===== config.mk =====
export PLATFORM = sky130hd
export DESIGN_NAME = quick_rs232
export DESIGN_NICKNAME = d
export VERILOG_FILES = /design/src/rtl/quick_rs232_pkg.sv /design/src/rtl/quick_rs232_fifo.sv /design/src/rtl/quick_rs232.sv
export SDC_FILE = /design/constraint.sdc
export NUM_CORES = 1
export LEC_CHECK = 0
export CORE_MARGIN = 5
export CORE_UTILIZATION = 35
export DETAILED_ROUTE_END_ITERATION = 16
export PLACE_DENSITY = 0.53
export SKIP_CTS_REPAIR_TIMING = 1
export SYNTH_ARGS = -nofsm -noshare
export SYNTH_HDL_FRONTEND = slang
export SYNTH_SLANG_ARGS = --single-unit

===== constraint.sdc =====
create_clock -name clk -period 5.88 [get_ports clk]
set_clock_uncertainty 0.15 [all_clocks]
set_input_delay 1.176 -clock clk [delete_from_list [all_inputs] [get_ports clk]]
set_output_delay 1.176 -clock clk [all_outputs]
set_load 0.005 [all_outputs]

===== src/rtl/quick_rs232_pkg.sv =====
// quick_rs232 shared types: line-format encodings, FSM states and
// the bit-period helper used by the RX and TX paths.
package quick_rs232_pkg;

  localparam int PAR_NONE = 0;
  localparam int PAR_EVEN = 1;
  localparam int PAR_ODD  = 2;

  localparam int STOP_ONE = 0;
  localparam int STOP_TWO = 1;

  localparam int FC_NONE    = 0;
  localparam int FC_RTS_CTS = 1;

  typedef enum logic [2:0] {
    RX_IDLE,
    RX_START,
    RX_DATA,
    RX_PARITY,
    RX_STOP
  } rx_state_t;

  typedef enum logic [2:0] {
    TX_IDLE,
    TX_START,
    TX_DATA,
    TX_PARITY,
    TX_STOP
  } tx_state_t;

  function automatic int bit_ticks(input int clk_freq, input int baud);
    return clk_freq / baud;
  endfunction

endpackage


===== src/rtl/quick_rs232_fifo.sv =====
// Receive FIFO: DEPTH x 8, head shown on rdata (0 when empty).
// Ports: push/wdata, pop, rdata, full, empty, free slot count.
module quick_rs232_fifo
  import quick_rs232_pkg::*;
#(
  parameter int DEPTH = 16
) (
  input  logic                     clk,
  input  logic                     rst,
  input  logic                     push,
  input  logic [7:0]               wdata,
  input  logic                     pop,
  output logic [7:0]               rdata,
  output logic                     full,
  output logic                     empty,
  output logic [$clog2(DEPTH):0]   free
);

  localparam int AW = $clog2(DEPTH);

  logic [7:0]    mem [DEPTH];
  logic [AW-1:0] wr_ptr;
  logic [AW-1:0] rd_ptr;
  logic [AW:0]   count;
  logic          do_push;
  logic          do_pop;

  assign do_push = push & ~full;
  assign do_pop  = pop & ~empty;
  assign full    = count == (AW+1)'(DEPTH);
  assign empty   = count == '0;
  assign free    = (AW+1)'(DEPTH) - count;
  assign rdata   = empty ? 8'h00 : mem[rd_ptr];

  always_ff @(posedge clk or negedge rst) begin
    if (!rst) begin
      wr_ptr <= '0;
      rd_ptr <= '0;
      count  <= '0;
    end else begin
      if (do_push) wr_ptr <= wr_ptr + AW'(1);
      if (do_pop)  rd_ptr <= rd_ptr + AW'(1);
      if (do_push && !do_pop)
        count <= count + (AW+1)'(1);
      else if (do_pop && !do_push)
        count <= count - (AW+1)'(1);
    end
  end

  always_ff @(posedge clk) begin
    if (do_push) mem[wr_ptr] <= wdata;
  end

endmodule


===== src/rtl/quick_rs232.sv =====
// RS-232 UART: synchronized RX into a FIFO, handshaked TX, RTS/CTS.
// Ports: clk, rst (async low), rx/tx, rts/cts, rx_* and tx_* buses.
module quick_rs232
  import quick_rs232_pkg::*;
#(
  parameter int CLK_FREQ                = 50000000,
  parameter int DEFAULT_BYTE_LEN        = 8,
  parameter int DEFAULT_PARITY          = 1,
  parameter int DEFAULT_STOP_BITS       = 0,
  parameter int DEFAULT_BAUD_RATE       = 115200,
  parameter int DEFAULT_RECV_BUFFER_LEN = 16,
  parameter int DEFAULT_FLOW_CONTROL    = 0
) (
  input  logic       clk,
  input  logic       rst,
  input  logic       rx,
  output logic       tx,
  input  logic       rts,
  output logic       cts,
  input  logic       rx_read,
  output logic       rx_err,
  output logic [7:0] rx_data,
  output logic       rx_byte_received,
  input  logic       tx_transaction,
  input  logic [7:0] tx_data,
  input  logic       tx_data_ready,
  output logic       tx_data_copied,
  output logic       tx_busy
);

  localparam int BT   = bit_ticks(CLK_FREQ, DEFAULT_BAUD_RATE);
  localparam int HALF = BT / 2;
  localparam int CW   = $clog2(BT + 1);
  localparam int FW   = $clog2(DEFAULT_RECV_BUFFER_LEN) + 1;

  localparam logic [CW-1:0] BT_END   = CW'(BT - 1);
  localparam logic [CW-1:0] HALF_END = CW'(HALF - 1);
  localparam logic [2:0]    LAST     = 3'(DEFAULT_BYTE_LEN - 1);
  localparam logic [2:0]    STOP_END = 3'(DEFAULT_STOP_BITS);
  localparam logic [7:0]    MASK     = 8'((1 << DEFAULT_BYTE_LEN) - 1);
  localparam logic          PAR_EN   = DEFAULT_PARITY != PAR_NONE;
  localparam logic          PAR_OD   = DEFAULT_PARITY == PAR_ODD;
  localparam logic          FC_ON    = DEFAULT_FLOW_CONTROL == FC_RTS_CTS;

  // RX synchronizer plus one extra stage for edge detection
  logic [1:0] rx_sync;
  logic       rx_s;
  logic       rx_q;

  assign rx_s = rx_sync[1];

  always_ff @(posedge clk or negedge rst) begin
    if (!rst) begin
      rx_sync <= 2'b11;
      rx_q    <= 1'b1;
    end else begin
      rx_sync <= {rx_sync[0], rx};
      rx_q    <= rx_s;
    end
  end

  rx_state_t     rx_st, rx_st_n;
  logic [CW-1:0] rx_cnt, rx_cnt_n;
  logic [2:0]    rx_idx, rx_idx_n;
  logic [7:0]    rx_buf, rx_buf_n;
  logic          rx_par, rx_par_n;
  logic          rx_rcv_n;
  logic          rx_err_n;
  logic          push;
  logic          par_bad;
  logic          ff_full;
  logic          ff_empty;
  logic [FW-1:0] ff_free;

  // rx_buf bits above the byte length stay 0, so the full XOR is safe
  assign par_bad = PAR_EN & (rx_par != (^rx_buf ^ PAR_OD));

  always_comb begin
    rx_st_n  = rx_st;
    rx_cnt_n = rx_cnt;
    rx_idx_n = rx_idx;
    rx_buf_n = rx_buf;
    rx_par_n = rx_par;
    rx_rcv_n = 1'b0;
    rx_err_n = 1'b0;
    push     = 1'b0;
    unique case (rx_st)
      RX_IDLE: begin
        if (rx_q && !rx_s) begin
          rx_st_n  = RX_START;
          rx_cnt_n = '0;
        end
      end
      RX_START: begin
        if (rx_cnt == HALF_END) begin
          rx_cnt_n = '0;
          rx_idx_n = '0;
          rx_buf_n = '0;
          rx_st_n  = rx_s ? RX_IDLE : RX_DATA;
        end else begin
          rx_cnt_n = rx_cnt + CW'(1);
        end
      end
      RX_DATA: begin
        if (rx_cnt == BT_END) begin
          rx_cnt_n         = '0;
          rx_buf_n[rx_idx] = rx_s;
          if (rx_idx == LAST)
            rx_st_n = PAR_EN ? RX_PARITY : RX_STOP;
          else
            rx_idx_n = rx_idx + 3'd1;
        end else begin
          rx_cnt_n = rx_cnt + CW'(1);
        end
      end
      RX_PARITY: begin
        if (rx_cnt == BT_END) begin
          rx_cnt_n = '0;
          rx_par_n = rx_s;
          rx_st_n  = RX_STOP;
        end else begin
          rx_cnt_n = rx_cnt + CW'(1);
        end
      end
      RX_STOP: begin
        if (rx_cnt == BT_END) begin
          rx_cnt_n = '0;
          rx_st_n  = RX_IDLE;
          if (!rx_s || par_bad || ff_full) begin
            rx_err_n = 1'b1;
          end else begin
            push     = 1'b1;
            rx_rcv_n = 1'b1;
          end
        end else begin
          rx_cnt_n = rx_cnt + CW'(1);
        end
      end
      default: rx_st_n = RX_IDLE;
    endcase
  end

  always_ff @(posedge clk or negedge rst) begin
    if (!rst) begin
      rx_st            <= RX_IDLE;
      rx_cnt           <= '0;
      rx_idx           <= '0;
      rx_buf           <= '0;
      rx_par           <= 1'b0;
      rx_byte_received <= 1'b0;
      rx_err           <= 1'b0;
    end else begin
      rx_st            <= rx_st_n;
      rx_cnt           <= rx_cnt_n;
      rx_idx           <= rx_idx_n;
      rx_buf           <= rx_buf_n;
      rx_par           <= rx_par_n;
      rx_byte_received <= rx_rcv_n;
      rx_err           <= rx_err_n;
    end
  end

  quick_rs232_fifo #(
    .DEPTH (DEFAULT_RECV_BUFFER_LEN)
  ) u_fifo (
    .clk   (clk),
    .rst   (rst),
    .push  (push),
    .wdata (rx_buf),
    .pop   (rx_read),
    .rdata (rx_data),
    .full  (ff_full),
    .empty (ff_empty),
    .free  (ff_free)
  );

  // keep one spare slot so a frame already in flight still fits
  always_ff @(posedge clk or negedge rst) begin
    if (!rst)
      cts <= 1'b0;
    else
      cts <= FC_ON ? (ff_free >= FW'(2)) : 1'b1;
  end

  tx_state_t     tx_st, tx_st_n;
  logic [CW-1:0] tx_cnt, tx_cnt_n;
  logic [2:0]    tx_idx, tx_idx_n;
  logic [7:0]    tx_buf, tx_buf_n;
  logic          copied_n;
  logic          tx_bit;
  logic          latch;

  assign latch = tx_transaction & tx_data_ready & (rts | ~FC_ON);

  always_comb begin
    tx_st_n  = tx_st;
    tx_cnt_n = tx_cnt;
    tx_idx_n = tx_idx;
    tx_buf_n = tx_buf;
    copied_n = 1'b0;
    tx_bit   = 1'b1;
    unique case (tx_st)
      TX_IDLE: begin
        if (latch) begin
          tx_buf_n = tx_data & MASK;
          copied_n = 1'b1;
          tx_cnt_n = '0;
          tx_st_n  = TX_START;
        end
      end
      TX_START: begin
        tx_bit = 1'b0;
        if (tx_cnt == BT_END) begin
          tx_cnt_n = '0;
          tx_idx_n = '0;
          tx_st_n  = TX_DATA;
        end else begin
          tx_cnt_n = tx_cnt + CW'(1);
        end
      end
      TX_DATA: begin
        tx_bit = tx_buf[tx_idx];
        if (tx_cnt == BT_END) begin
          tx_cnt_n = '0;
          if (tx_idx == LAST) begin
            tx_idx_n = '0;
            tx_st_n  = PAR_EN ? TX_PARITY : TX_STOP;
          end else begin
            tx_idx_n = tx_idx + 3'd1;
          end
        end else begin
          tx_cnt_n = tx_cnt + CW'(1);
        end
      end
      TX_PARITY: begin
        tx_bit = ^tx_buf ^ PAR_OD;
        if (tx_cnt == BT_END) begin
          tx_cnt_n = '0;
          tx_idx_n = '0;
          tx_st_n  = TX_STOP;
        end else begin
          tx_cnt_n = tx_cnt + CW'(1);
        end
      end
      TX_STOP: begin
        if (tx_cnt == BT_END) begin
          tx_cnt_n = '0;
          if (tx_idx == STOP_END)
            tx_st_n = TX_IDLE;
          else
            tx_idx_n = tx_idx + 3'd1;
        end else begin
          tx_cnt_n = tx_cnt + CW'(1);
        end
      end
      default: tx_st_n = TX_IDLE;
    endcase
  end

  // tx is registered from the current state, so the line trails the
  // state by one cycle and starts just after the copied pulse
  always_ff @(posedge clk or negedge rst) begin
    if (!rst) begin
      tx_st          <= TX_IDLE;
      tx_cnt         <= '0;
      tx_idx         <= '0;
      tx_buf         <= '0;
      tx             <= 1'b1;
      tx_busy        <= 1'b0;
      tx_data_copied <= 1'b0;
    end else begin
      tx_st          <= tx_st_n;
      tx_cnt         <= tx_cnt_n;
      tx_idx         <= tx_idx_n;
      tx_buf         <= tx_buf_n;
      tx             <= tx_bit;
      tx_busy        <= tx_st_n != TX_IDLE;
      tx_data_copied <= copied_n;
    end
  end

endmodule


==> run summary <==
Num ports = 29
Top cells by count, synth = edfxtp_1, dfrtp_1, mux4_2
GPL Wtd Cong = 0.767
Crit path arrival time = 3.16 ns
Area of the multi-input gates = 0.00306 sq mm
Setup TNS Final = 0 ns
Initial Util = 35.3%
Critical path capture point type = output port
Yosys warning count = 0
CTS Buffer Depth = 2
N_diodes = 0
Final #Nets = 619
Synthesized area = 0.00884 sq mm
Period utilization = 76.3%
Final min period = 4.49 ns
DRC = 0
Most instantiated library cell after synthesis = edfxtp_1
Leakage = 3.32 nW
Clock sink count = 197
Critical path class = reg -> out
Clock latency on the worst-skew pair = 0.43 ns
Drt total wl = 16.6 mm
Synthesized instance count = 562
Largest net degree at the start of global routing = 70
Normalized max-slew margin = 24.3%
1st-iter DRT viols = 265
Rows = 58
Antenna viol nets, final = 0
Fillers = 2,283
CP Max Fanout = 16
Fmax = 223 MHz
Share of layout cells above drive strength 1 = 17.9%
Total GRT Usage = 12.3%
Status = completed
Total gr overflow = 0
CTS root buffer = clkbuf_16
Crit path launch type = flop
Synth Area in Adders = 2.92%
Count of cell types in the netlist = 62
Final setup viols = 0
Clk pin slew, worst setup/hold paths = 0.07 ns
Die area = 0.0285 sq mm
Post-synth top area share = 43.5%
Xor/xnor share of the synthesized area = 3.42%
CP required = 4.55 ns
Final hold violations = 0
FF/Latch Area = 0.00558 sq mm
Cells taking the most area after synthesis = edfxtp_1, dfrtp_1, mux4_2
Routed wire per std cell = 17.9 microns
Core area = 0.0250 sq mm
Compound-Gate Fraction of Synth Area = 6.35%
IO buf count = 27
Initial antenna violation count = 0
Max VDD drop = 0.201 mV
Mapped Avg Cell Area = 15.7 sq um
Number of buffers created by CTS = 17
Min Hold Slack = 0.210 ns
Pwr Total = 0.00337 W
Fin util = 40.0%
Post-synth top area cell = edfxtp_1
Maxcap violations = 0
Die height = 169 microns
Synth Net Count = 597
Flops & latches, synth = 197
Fin area = 0.0100 sq mm
Type of the most critical hold path = reg -> reg
Pwr Density = 336 mW/mm^2
Post-synth EDFFs = 128
TritonRoute pass-1 iters = 4
Sequential-to-total area share from yosys stat = 63.1%
RSZ-0062 raised after global routing = no
Area growth syn-to-layout = 13.3%
DP Wirelength = 11.2 mm
Ys flop type = edfxtp_1
First-pass GRT wire length = 27.5 mm
Vias = 4,772
Post-synth ARST share = 35.0%
CTS tree = yes
DP Area = 0.00942 sq mm
Largest family of logic cells by synthesized area = multiplexers
Least-Margin Pin Slew = 1.14 ns
H-tree lvl count = 4
Vias in the first global route = 4,973
Vias/cell = 5.15
Die width = 169 microns
Mux cell area share after synthesis = 12.9%
Slew Viols, Final = 0
Synth Area in Simple Gates = 8.94%
-- cells in the final DEF (no fill, tap or decap), drive strengths merged, types with 5 or more instances in the layout --
cell type,instances
xnor2,25
o41ai,5
a21o,11
mux2,15
dfrtp,65
buf,5
o21ai,24
and3,10
nand4,7
clkbuf,21
and4b,9
nor3b,6
and4,5
inv,23
nor2,20
mux4,42
a21oi,12
xor2,7
and4bb,5
ha,19
nor2b,14
a31oi,8
nand2,20
edfxtp,128
clkdlybuf4s50,26
-- state kept, by name (all words and copies together) (netlist names) --
register          cells
rx_idx                3
tx_busy               1
tx_data_copied        1
u_fifo.rd_ptr         4
rx_q                  1
rx_sync               2
rx_err                1
tx_buf                8
tx                    1
rx_par                1
rx_st                 3
cts                   1
rx_buf                8
u_fifo.count          5
tx_st                 3
tx_cnt                9
rx_byte_received      1
u_fifo.mem          128
tx_idx                3
rx_cnt                9
u_fifo.wr_ptr         4
-- per-stage QoR --
| step | std cells | worst slack (ns) |
|---|---|---|
| floorplan | 562 | 2.45 |
| global placement | 895 | 1.76 |
| detailed placement | 895 | 1.72 |
| CTS | 927 | 1.28 |
| global route | 927 | 1.17 |
| finish | 927 | 1.39 |
-- worst max-delay path: stages, from the launching register on --
cell             delay [ns]
dfrtp_2                0.69
buf_4                  0.35
mux4_2                 0.55
mux4_2                 0.49
nor2b_1                0.15
clkdlybuf4s50_1        0.48
-- cell families (layout without fill, tap and decap cells) --
family / Yosys count / count (layout)
flops: 197 / 197
fa+ha+maj: 20 / 20
simple gates: 125 / 125
xor+xnor: 33 / 33
mux: 60 / 60
compound gates: 79 / 79
other cells: 1 / 1
buf+inv: 47 / 82
-- path summary, 6_finish.rpt --
| check | startpoint | to | slack, ns | cells past startpoint |
|---|---|---|---|---|
| worst max-delay path | u_fifo.rd_ptr[0]$_DFFE_PN0P_ | rx_data[6] | 1.39 | 5 |
| max in group asynchronous | rst | u_fifo.rd_ptr[0]$_DFFE_PN0P_ | 4.24 | 1 |
| worst max register to register | rx_buf[5]$_DFFE_PN0P_ | u_fifo.count[4]$_DFFE_PN0P_ | 1.72 | 12 |
| worst min register to register | rx_sync[0]$_DFF_PN1_ | rx_sync[1]$_DFF_PN1_ | 0.21 | 0 |
| worst min-delay path | rx_sync[0]$_DFF_PN1_ | rx_sync[1]$_DFF_PN1_ | 0.21 | 0 |
| min in group asynchronous | rst | rx_cnt[6]$_DFFE_PN0P_ | 0.71 | 1 |
-- power breakdown --
part | internal (W) | switching, W | leakage (nW)
clock | 0.000607 | 0.000539 | 0.281
combinational | 0.000288 | 0.000235 | 1.27
sequential | 0.00152 | 0.000179 | 1.77
-- cell type report --
cell class	count	share of cell area [%]
Clock buffer	21	4.81
Clock inverter	11	1.12
Inverter	19	0.712
Multi-Input combinational cell	318	30.6
Sequential cell	197	55.7
Tap cell	330	4.12
Timing Repair Buffer	31	2.97
-- metal layers --
metal	part of all wire, %	track usage [%]	vias up
met5	0	0	-
met4	0.93	2.82	0
met3	3.3	3.18	13
met2	50	20.4	73
met1	46	16.3	2468
li1	-	-	2218
Power figures use the tool's default switching activity.
==> patch, RTL diff (config.mk and constraints unchanged) <==
Register the output `rx_err` once more; this adds one clock of latency there. The other outputs are not delayed to match.
--- a/src/rtl/quick_rs232.sv
+++ b/src/rtl/quick_rs232.sv
@@ -44,2 +44,4 @@
 
+  logic rx_err_s0;
+
   // RX synchronizer plus one extra stage for edge detection
@@ -150,3 +152,3 @@
       rx_byte_received <= 1'b0;
-      rx_err           <= 1'b0;
+      rx_err_s0        <= 1'b0;
     end else begin
@@ -158,3 +160,3 @@
       rx_byte_received <= rx_rcv_n;
-      rx_err           <= rx_err_n;
+      rx_err_s0        <= rx_err_n;
     end
@@ -281,2 +283,6 @@
 
+  always_ff @(posedge clk) begin
+    rx_err <= rx_err_s0;
+  end
+
 endmodule
Behaviour: no difference found for any inputs over 10 cycles, from zero or initial values and one cycle with rst low; that may be too few to reach the edited logic, so the function may still have changed.
==> patch against the unedited design <==
  * Sequential share of layout area down 0.44 points
  * Largest power group unchanged
  * Design area up 1.2%
  * Hold slack worse by 0.0030 ns
  * Power down 3.1%
  * Area after synthesis up 0.33%
  * Global-route usage up 0.21 points
  * Sequential power up 2%
  * First-iteration DRC count down 22%
  * Sequential cell count up 1
  * Setup slack worse by 0.18 ns
  * Die area up 0.30%
  * Routed wire length up 3.7%
  * Critical endpoint is now rx_data[7]
==> patch: results (changes against the unedited design) <==
Fin. Hold Viols -> 0 (unchanged)
Reg-to-reg endpoint -> u_fifo.count[4] (unchanged)
Hold endpoint -> rx_sync[1] (unchanged)
Relative slew slack -> 28.33% (was 24.29%)
Htree depth -> 4 (unchanged)
Worst setup path startpoint -> u_fifo.rd_ptr[0] (unchanged)
Hold Startpoint -> rx_sync[0] (unchanged)
EDFF count, synth -> 128 (unchanged)
Ranking of synthesized cells by area -> edfxtp_1 43%, dfrtp_1 18%, mux4_2 6.1% (was edfxtp_1 43%, dfrtp_1 18%, mux4_2 11%)
Worst R2R Path Depth -> 12 (unchanged)
Fillers -> 2319 (was 2283)
Leakage -> 3.350 nW (was 3.321 nW)
Critical Path Sink -> rx_data[7] (was rx_data[6])
Hold Crit Class -> reg2reg (unchanged)
Routed Wire Length -> 17.25 mm (was 16.63 mm)
Vias in the first global route -> 5033 (was 4973)
Met1 GRT Util -> 16.45% (was 16.34%)
R2R setup slack -> 2.20 ns (was 1.72 ns)
Mapped Nets -> 596 (was 597)
Pre-CTS WS -> 1.594 ns (was 1.716 ns)
Cell chosen for the clock root -> clkbuf_16 (unchanged)
Port Buf Inserts -> 27 (unchanged)
GRT Total Usage -> 12.51% (was 12.30%)
Clock buffer count from CTS -> 17 (unchanged)
Layout cell share with drive strength beyond 1 -> 17.87% (was 17.92%)
Synth warn -> 0 (unchanged)
Seq/Total Area, Yosys -> 63.08% (was 63.06%)
Placed Instances -> 908 (was 895)
First-pass GRT wire length -> 27.72 mm (was 27.47 mm)
Most instantiated cells after synthesis -> 128 x edfxtp_1, 65 x dfrtp_1, 31 x nand2_1 (was 128 x edfxtp_1, 65 x dfrtp_1, 42 x mux4_2)
Crit-path max FO -> 35 (was 16)
Worst hold slack -> 0.2074 ns (was 0.2105 ns)
Tmin final -> 4.668 ns (was 4.487 ns)
Xor-xnor portion of the synthesized cell area -> 3.837% (was 3.425%)
Regs by FF count -> u_fifo.mem x128, rx_cnt x9, tx_cnt x9 (unchanged)
Via Count -> 4825 (was 4772)
Reg clk slew, reported paths -> 0.07 ns (about the same)
Status -> complete, no violations (unchanged)
Cells after Synth -> 561 (was 562)
GRT met3 Usage -> 2.539% (was 3.176%)
Met2 Resource Use GR -> 21.35% (was 20.43%)
Synth Area in Compound Gates -> 4.937% (was 6.354%)
NumNets Final -> 632 (was 619)
RePlAce Congestion -> 0.7663 (was 0.7667)
Ant. Diodes -> 0 (unchanged)
Multiplexer area fraction after synthesis -> 13.95% (was 12.95%)
Largest net degree at the start of global routing -> 70 (unchanged)
WHS Path Cells -> 0 (unchanged)
Vias per cell -> 5.133 (was 5.148)
Post-synthesis async set-or-reset flop share -> 34.85% (was 35.03%)
Pre-Repair DR Iteration Count -> 5 (was 4)
Peak supply drop -> 0.1786 mV (was 0.2009 mV)
Yosys cell types -> 66 (was 62)
Initial DRC count -> 208 (was 265)
Detail Placement HPWL -> 11.34 mm (was 11.18 mm)
Data arrival, critical path -> 3.34 ns (was 3.16 ns)
Clk buf depth -> 2 (unchanged)
Synth Area in Adders -> 2.906% (was 2.915%)
DP Area -> 9542 um2 (was 9422 um2)
==> patch: power by group <==
part	switching (W)	internal (W)	total [W]
logic	0.000121	0.000241	0.000362
registers	0.000212	0.00153	0.00174
clock network	0.000556	0.000605	0.00116
==> patch: worst max-delay path: stages, from the launching register on <==
cell and delay, ns:
dfrtp_2 1.08, mux4_1 0.73, mux4_2 0.49, nor2b_4 0.13, clkdlybuf4s50_1 0.45
==> patch: metal layers <==
metal	wire length, um	up-vias
met2	8817	81
met5	0	-
met4	165	0
li1	-	2226
met1	7697	2508
met3	571	10
==> patch: layout make-up <==
class                   instances  area [um2]  area share, %
flip-flops and latches        198        5598          55.25
multi-input cells             325        3136          30.95
clock buffers                  17       425.4          4.199
well taps                     330       412.9          4.075
repair buffers                 33       312.8          3.087
clock inverters                15       165.2          1.630
inverters                      22       82.58         0.8150
